$ cat src/rtl/cpu7_exu_ilk.sv
// ---------------------------------------------------------------------------
// cpu7_exu_ilk
//
// Pipeline interlock and bypass controller for the cpu7 single-issue EXU.
// It tracks the destination, write-enable and producer class of the
// instructions in E, M and W. It compares each decode-stage source against
// those entries and produces two results: the operand bypass selects and the
// decode stall. It also sequences multi-cycle MDU ops, which hold the E stage.
//
// Build option:
//   CPU7_EXU_BYPASS_EN  defined   -> full forwarding from E/M/W
//                       undefined -> no forwarding; sels tied to 0 and any
//                                    RAW match stalls D until the producer
//                                    has retired from W
//
// Parameters:
//   MDU_LAT             cycles an MDU op occupies E (2..15)
//
// Ports:
//   clk, resetn             core clock, asynchronous active-low reset
//   ifu_exu_valid/flush     D-stage valid and D-stage kill
//   ilk_rs1_d/ilk_rs2_d     D source registers
//   ilk_rs1_rd_d/_rs2_rd_d  source actually read
//   ifu_exu_rf_wen/_target  D write-enable and destination
//   ilk_is_load_d/_mdu_d    D producer class
//   ilk_rs1_sel_d/_rs2_sel_d operand select: 0 RF, 1 E, 2 M, 3 W
//   exu_ifu_stall_d         hold D
//   ilk_valid_*/wen_*/rd_*  E/M/W stage tracking
//   ilk_mdu_start_e         pulse on the first E cycle of an MDU op
//   ilk_mdu_busy            MDU sequencer busy
// ---------------------------------------------------------------------------
module cpu7_exu_ilk #(
  parameter int unsigned MDU_LAT = 4
) (
  input  logic       clk,
  input  logic       resetn,
  input  logic       ifu_exu_valid,
  input  logic       ifu_exu_flush,
  input  logic [4:0] ilk_rs1_d,
  input  logic [4:0] ilk_rs2_d,
  input  logic       ilk_rs1_rd_d,
  input  logic       ilk_rs2_rd_d,
  input  logic       ifu_exu_rf_wen,
  input  logic [4:0] ifu_exu_rf_target,
  input  logic       ilk_is_load_d,
  input  logic       ilk_is_mdu_d,
  output logic [1:0] ilk_rs1_sel_d,
  output logic [1:0] ilk_rs2_sel_d,
  output logic       exu_ifu_stall_d,
  output logic       ilk_valid_e,
  output logic       ilk_valid_m,
  output logic       ilk_valid_w,
  output logic       ilk_wen_e,
  output logic       ilk_wen_m,
  output logic       ilk_wen_w,
  output logic [4:0] ilk_rd_e,
  output logic [4:0] ilk_rd_m,
  output logic [4:0] ilk_rd_w,
  output logic       ilk_mdu_start_e,
  output logic       ilk_mdu_busy
);

  localparam logic [0:0] ST_IDLE  = 1'b0;
  localparam logic [0:0] ST_BUSY  = 1'b1;
  localparam logic [3:0] CNT_INIT = 4'(MDU_LAT - 1);

  // Producer class is only needed where it changes forwarding: a load is
  // not ready in E or M, and an MDU op is not ready until its last E cycle.
  // A load in W and an MDU result in M/W forward like any ALU result.
  logic       load_e;
  logic       load_m;
  logic       mdu_e;

  logic [0:0] state;
  logic [3:0] cnt;

  logic       wen_d;
  logic       busy;
  logic       e_hold;
  logic       mdu_busy_hold;
  logic       hazard;
  logic       take_d;
  logic [2:0] hit1;
  logic [2:0] hit2;

  assign wen_d  = ifu_exu_valid & ifu_exu_rf_wen & (ifu_exu_rf_target != 5'd0);
  assign busy   = (state == ST_BUSY);
  // E stays occupied on every busy count except the final one (cnt == 0).
  assign e_hold = busy & (cnt != 4'd0);
  // D also waits out the whole busy window with a second MDU op, so two MDU
  // ops never overlap in the sequencer.
  assign mdu_busy_hold = e_hold | (busy & ilk_is_mdu_d);

  // Per-source match vectors, bit order {E, M, W}. Stage wen already
  // excludes r0, and the explicit rs != 0 keeps r0 out for reads as well.
  assign hit1[2] = ilk_rs1_rd_d & (ilk_rs1_d != 5'd0) & ilk_wen_e & (ilk_rd_e == ilk_rs1_d);
  assign hit1[1] = ilk_rs1_rd_d & (ilk_rs1_d != 5'd0) & ilk_wen_m & (ilk_rd_m == ilk_rs1_d);
  assign hit1[0] = ilk_rs1_rd_d & (ilk_rs1_d != 5'd0) & ilk_wen_w & (ilk_rd_w == ilk_rs1_d);
  assign hit2[2] = ilk_rs2_rd_d & (ilk_rs2_d != 5'd0) & ilk_wen_e & (ilk_rd_e == ilk_rs2_d);
  assign hit2[1] = ilk_rs2_rd_d & (ilk_rs2_d != 5'd0) & ilk_wen_m & (ilk_rd_m == ilk_rs2_d);
  assign hit2[0] = ilk_rs2_rd_d & (ilk_rs2_d != 5'd0) & ilk_wen_w & (ilk_rd_w == ilk_rs2_d);

`ifdef CPU7_EXU_BYPASS_EN

  // Youngest producer wins: E over M over W.
  function automatic logic [1:0] sel_code(input logic [2:0] hit);
    logic [1:0] code;
    code = 2'd0;
    if (hit[2])      code = 2'd1;
    else if (hit[1]) code = 2'd2;
    else if (hit[0]) code = 2'd3;
    return code;
  endfunction

  // Only the winning producer decides whether the value is ready yet.
  function automatic logic not_ready(input logic [2:0] hit, input logic ld_e,
                                     input logic ld_m, input logic md_hold);
    return (hit[2] & (ld_e | md_hold)) | (~hit[2] & hit[1] & ld_m);
  endfunction

  assign hazard = not_ready(hit1, load_e, load_m, mdu_e & e_hold)
                | not_ready(hit2, load_e, load_m, mdu_e & e_hold);

  assign ilk_rs1_sel_d = ifu_exu_valid ? sel_code(hit1) : 2'd0;
  assign ilk_rs2_sel_d = ifu_exu_valid ? sel_code(hit2) : 2'd0;

`else

  // Without forwarding every in-flight producer must drain through W first,
  // so the producer class no longer matters.
  logic unused_class;
  assign unused_class = load_m ^ mdu_e;

  assign hazard = (|hit1) | (|hit2);

  assign ilk_rs1_sel_d = 2'd0;
  assign ilk_rs2_sel_d = 2'd0;

`endif

  assign exu_ifu_stall_d = ifu_exu_valid & (hazard | mdu_busy_hold);

  // A flush kills D even when the stall is also active.
  assign take_d = ifu_exu_valid & ~ifu_exu_flush & ~exu_ifu_stall_d;

  assign ilk_mdu_busy    = busy;
  assign ilk_mdu_start_e = busy & (cnt == CNT_INIT);

  // Stage advance. W always takes M. While the MDU holds E, E keeps its
  // entry and a bubble enters M. Otherwise the pipe shifts and E takes D or
  // a bubble.
  always_ff @(posedge clk or negedge resetn) begin
    if (!resetn) begin
      ilk_valid_e <= 1'b0;
      ilk_wen_e   <= 1'b0;
      ilk_rd_e    <= 5'd0;
      load_e      <= 1'b0;
      mdu_e       <= 1'b0;
      ilk_valid_m <= 1'b0;
      ilk_wen_m   <= 1'b0;
      ilk_rd_m    <= 5'd0;
      load_m      <= 1'b0;
      ilk_valid_w <= 1'b0;
      ilk_wen_w   <= 1'b0;
      ilk_rd_w    <= 5'd0;
    end else begin
      ilk_valid_w <= ilk_valid_m;
      ilk_wen_w   <= ilk_wen_m;
      ilk_rd_w    <= ilk_rd_m;
      if (e_hold) begin
        ilk_valid_m <= 1'b0;
        ilk_wen_m   <= 1'b0;
        ilk_rd_m    <= 5'd0;
        load_m      <= 1'b0;
      end else begin
        ilk_valid_m <= ilk_valid_e;
        ilk_wen_m   <= ilk_wen_e;
        ilk_rd_m    <= ilk_rd_e;
        load_m      <= load_e;
        if (take_d) begin
          ilk_valid_e <= 1'b1;
          ilk_wen_e   <= wen_d;
          ilk_rd_e    <= ifu_exu_rf_target;
          load_e      <= ilk_is_load_d;
          mdu_e       <= ilk_is_mdu_d;
        end else begin
          ilk_valid_e <= 1'b0;
          ilk_wen_e   <= 1'b0;
          ilk_rd_e    <= 5'd0;
          load_e      <= 1'b0;
          mdu_e       <= 1'b0;
        end
      end
    end
  end

  // MDU occupancy sequencer. The count runs MDU_LAT-1 down to 0; the op
  // leaves E on the edge that ends the cnt == 0 cycle.
  always_ff @(posedge clk or negedge resetn) begin
    if (!resetn) begin
      state <= ST_IDLE;
      cnt   <= 4'd0;
    end else if (state == ST_IDLE) begin
      if (take_d && ilk_is_mdu_d) begin
        state <= ST_BUSY;
        cnt   <= CNT_INIT;
      end
    end else begin
      if (cnt == 4'd0) begin
        state <= ST_IDLE;
      end else begin
        cnt <= cnt - 4'd1;
      end
    end
  end

endmodule
$ cat config.mk
export PLATFORM = sky130hd
export DESIGN_NAME = cpu7_exu_ilk
export DESIGN_NICKNAME = d
export VERILOG_FILES = /design/src/rtl/cpu7_exu_ilk.sv
export SDC_FILE = /design/constraint.sdc
export NUM_CORES = 1
export LEC_CHECK = 0
export ABC_AREA = 1
export CAP_MARGIN = 20
export CORE_AREA = 3 3 64 72
export DETAILED_ROUTE_END_ITERATION = 7
export DIE_AREA = 0 0 67 75
export HOLD_SLACK_MARGIN = 0.02
export PLACE_DENSITY = 0.8
export SETUP_SLACK_MARGIN = 0.02
export SLEW_MARGIN = 25
export SYNTH_ARGS = -nofsm -noshare
export SYNTH_HDL_FRONTEND = slang
export SYNTH_SLANG_ARGS = --single-unit
$ cat constraint.sdc
create_clock -name clk -period 1.67 [get_ports clk]
set_input_delay 0.4175 -clock clk [delete_from_list [all_inputs] [get_ports clk]]
set_output_delay 0.4175 -clock clk [all_outputs]
set_load 0.02 [all_outputs]
==> results.yml <==
final_layout:
  area_growth_syn_to_layout_pct: 72.4
  final_common_cell: "nand2_1"
  layout.nets: 373
  diodes: 0
  finalNonFillerCells: 397
  num-fill-cells: 362
  final_cell_mix: "nand2_1, buf_4, nor2_1"
  drive_gt1_share_pct: 40.9
  final_area_mm2: 0.00279
timing:
  rsz0062_at_grt: "true"
  fin_ws_ns: -0.399
  fin_crit_ns: 2.07
  fmax_mhz: 483
  final-setup-viol-count: 10
  min_period_over_period_pct: 124
  final_hold_viol_count: 0
  fin_skew_ns: 0.00490
  slew_viol_final: 0
place:
  portBuffers: 46
  place_inst: 377
  dpl.hpwl_um: 3710
  dpl-instance-area_mm2: 0.00249
  gp_routability_congestion: 0.877
floorplanning:
  die_area_mm2: 0.00503
  die_w_um: 67
  die_y_um: 75
  row_count: 24
  ioPinCount: 52
  design.core.area_mm2: 0.00396
  initial_core_util_pct: 40.8
critical_path:
  cp_data_required_time_ns: 1.25
  crit_fanout: 3
  cpMaxStageDelayCell: "dfrtp_2"
  worstPathArrival_ns: 1.65
  r2r_start: "ilk_rd_e[3]$_DFFE_PN0N_"
  crit_end: "exu_ifu_stall_d"
  path_class: "flip-flop to output pin"
  crit_family: "simple AND/OR/NAND/NOR gates"
  cp_cell_sequence: "inv_2 > nand2_2 > nand2_2 > nor2_4 > nand3_2 > nand3_2 > a21oi_4 > nand2_4 > nand2_4 > inv_2 > buf_6"
  timing.critical_path.from: "ilk_rd_e[3]$_DFFE_PN0N_"
  cpPeakStageDelay_ns: 0.45
  crit_path_end_kind: "output pin"
  critical_path_cell_count: 11
  r2r_cells: 14
  start_kind: "flip-flop"
  rrSetupSlack_ns: -0.26
  reg2reg_to: "ilk_rd_e[3]$_DFFE_PN0N_"
  cp_num_buf_inv: 3
cts:
  cts-root-buf: "clkbuf_8"
  clk_pin_slew_ns: 0.10
  cts_tree: "yes"
  cts.sinks: 26
  cts_max_path_buffers: 2
  numCtsBuffers: 3
  clkLatencyLatePin_ns: 0.28
  htreeDepth: 1
synthesis:
  syn_inst: 235
  syn_area_mm2: 0.00162
  ys_seq_elements: 26
  ys_warn_count: 0
  yosysTopAreaCellShare_pct: 40.2
  yosysSeqAreaShare_pct: 40.2
  syn_avg_cell_area_um2: 6.88
  yosys.area.top_type: "dfrtp_1"
  synth_cell_types: 27
  synthTopCellsByArea: "dfrtp_1, nand2_1, nor2_1"
power:
  p_leak_nw: 1.51
  powerDensity_mw_per_mm2: 1230
  irDropWorstVdd_mv: 0.815
min_path:
  min_path_type: "flip-flop to flip-flop"
status:
  violations: "negative setup slack"
  status: "finished, violations left"
global_route:
  grt_pass1_wl_um: 8250
  grt.total_usage_pct: 21.9
  grt_max_degree: 27
  overflow: 0
  antenna_found_initial: 0
  grt_pass1_vias: 1859
drt:
  num_vias: 1861
  vias_per_cell: 4.69
  drt_iter0_drc: 83
  ant_nets: 0
  post_drt_wl_per_cell_um: 13.3
  drcViolationCount: 0
  wl_um: 5290
  first_pass_iters: 4
flow_run:
  max_cap_violations: 0
==> layer usage <==
metal | track usage [%] | vias to the layer above | wire length, µm
met2 | 42.1 | 58 | 2910
met5 | 0 | - | 0
li1 | - | 935 | -
met1 | 23.9 | 859 | 2030
met4 | 8.78 | 0 | 70
met3 | 2.84 | 9 | 279
==> registers in the layout, indices dropped and copies added (netlist names) <==
name	cells
ilk_rd_e	5
ilk_rd_m	5
ilk_rd_w	5
cnt	4
ilk_mdu_busy	1
ilk_valid_e	1
ilk_valid_m	1
ilk_valid_w	1
ilk_wen_e	1
ilk_wen_m	1
ilk_wen_w	1
==> timing repair <==
item | 4_1_cts | 5_1_grt
pin swaps | 22 | 24
gates resized for setup | 99 | 31
setup buffers | 16 | 6
hold buffers | 0 | 0
setup endpoints to repair | 35 | 19
==> synth_stat cells <==
master	number
conb_1	1
a21oi_2	1
inv_4	1
nand2_2	2
xor2_1	2
buf_4	4
nor3_1	2
nand4_2	1
inv_1	26
nor2_1	31
nand4_1	2
nand3_2	4
or3_1	1
o21ai_1	5
o311ai_0	1
nor2_4	1
ha_1	3
dfrtp_1	26
inv_2	8
nand2_1	90
o21ai_0	6
nand3_1	9
nor3_4	1
a22oi_1	2
clkbuf_1	1
a21oi_1	3
a21oi_4	1
==> metrics by stage <==
stage                     power, mW  utilization (%)  hold WS [ns]  worst slack, ns  setup TNS, ns
final                          3.43             70.3         0.379           -0.399          -1.69
after CTS                      3.33             68.9         0.381           -0.367          -1.81
after floorplan                1.75                -         0.122           0.0300              0
after detailed placement       2.59             62.8         0.363            -1.17          -6.90
after global placement         2.55             62.8         0.360            -1.13          -6.67
after global routing           3.68             70.3         0.409           -0.479          -3.00
==> area by class of cell <==
| type | instances | area [µm²] | share of cell area (%) |
|---|---|---|---|
| clock buffer | 3 | 41.3 | 1.48 |
| clock inverter | 1 | 30.0 | 1.08 |
| inverter | 35 | 136 | 4.89 |
| multi-input combinational | 172 | 935 | 33.5 |
| sequential | 26 | 658 | 23.6 |
| tap | 52 | 65.1 | 2.33 |
| timing repair buffer | 108 | 922 | 33.1 |
==> power by group <==
part	total (mW)	internal [mW]	switching, mW	leakage, nW
clock network	0.535	0.321	0.213	0.0357
logic	1.97	0.944	1.03	1.13
registers	0.928	0.790	0.138	0.338
==> how the worst min path moves through the flow <==
stage,start,end,slack [ns],depth (start not counted)
final,ilk_valid_m$_DFF_PN0_,ilk_valid_w$_DFF_PN0_,0.38,0
after global routing,ilk_valid_m$_DFF_PN0_,ilk_valid_w$_DFF_PN0_,0.41,0
after CTS,ilk_valid_m$_DFF_PN0_,ilk_valid_w$_DFF_PN0_,0.38,0
after detailed placement,ilk_valid_m$_DFF_PN0_,ilk_valid_w$_DFF_PN0_,0.36,0
after global placement,ilk_valid_m$_DFF_PN0_,ilk_valid_w$_DFF_PN0_,0.36,0
after floorplan,resetn,cnt[0]$_DFFE_PN0P_,0.12,0
==> cells by family (layout without fill, tap and decap cells) <==
| family | count (synthesis) | count (layout) | share of synthesized area (%) |
|---|---|---|---|
| fa+ha+maj | 3 | 3 | 2.32 |
| compound gates | 19 | 19 | 7.35 |
| simple gates | 144 | 144 | 38.4 |
| flops | 26 | 26 | 40.2 |
| xor+xnor | 2 | 2 | 1.08 |
| other cells | 1 | 4 | 0.232 |
| buf+inv | 40 | 147 | 10.4 |
Note: power is estimated with default switching activity, not from simulation.
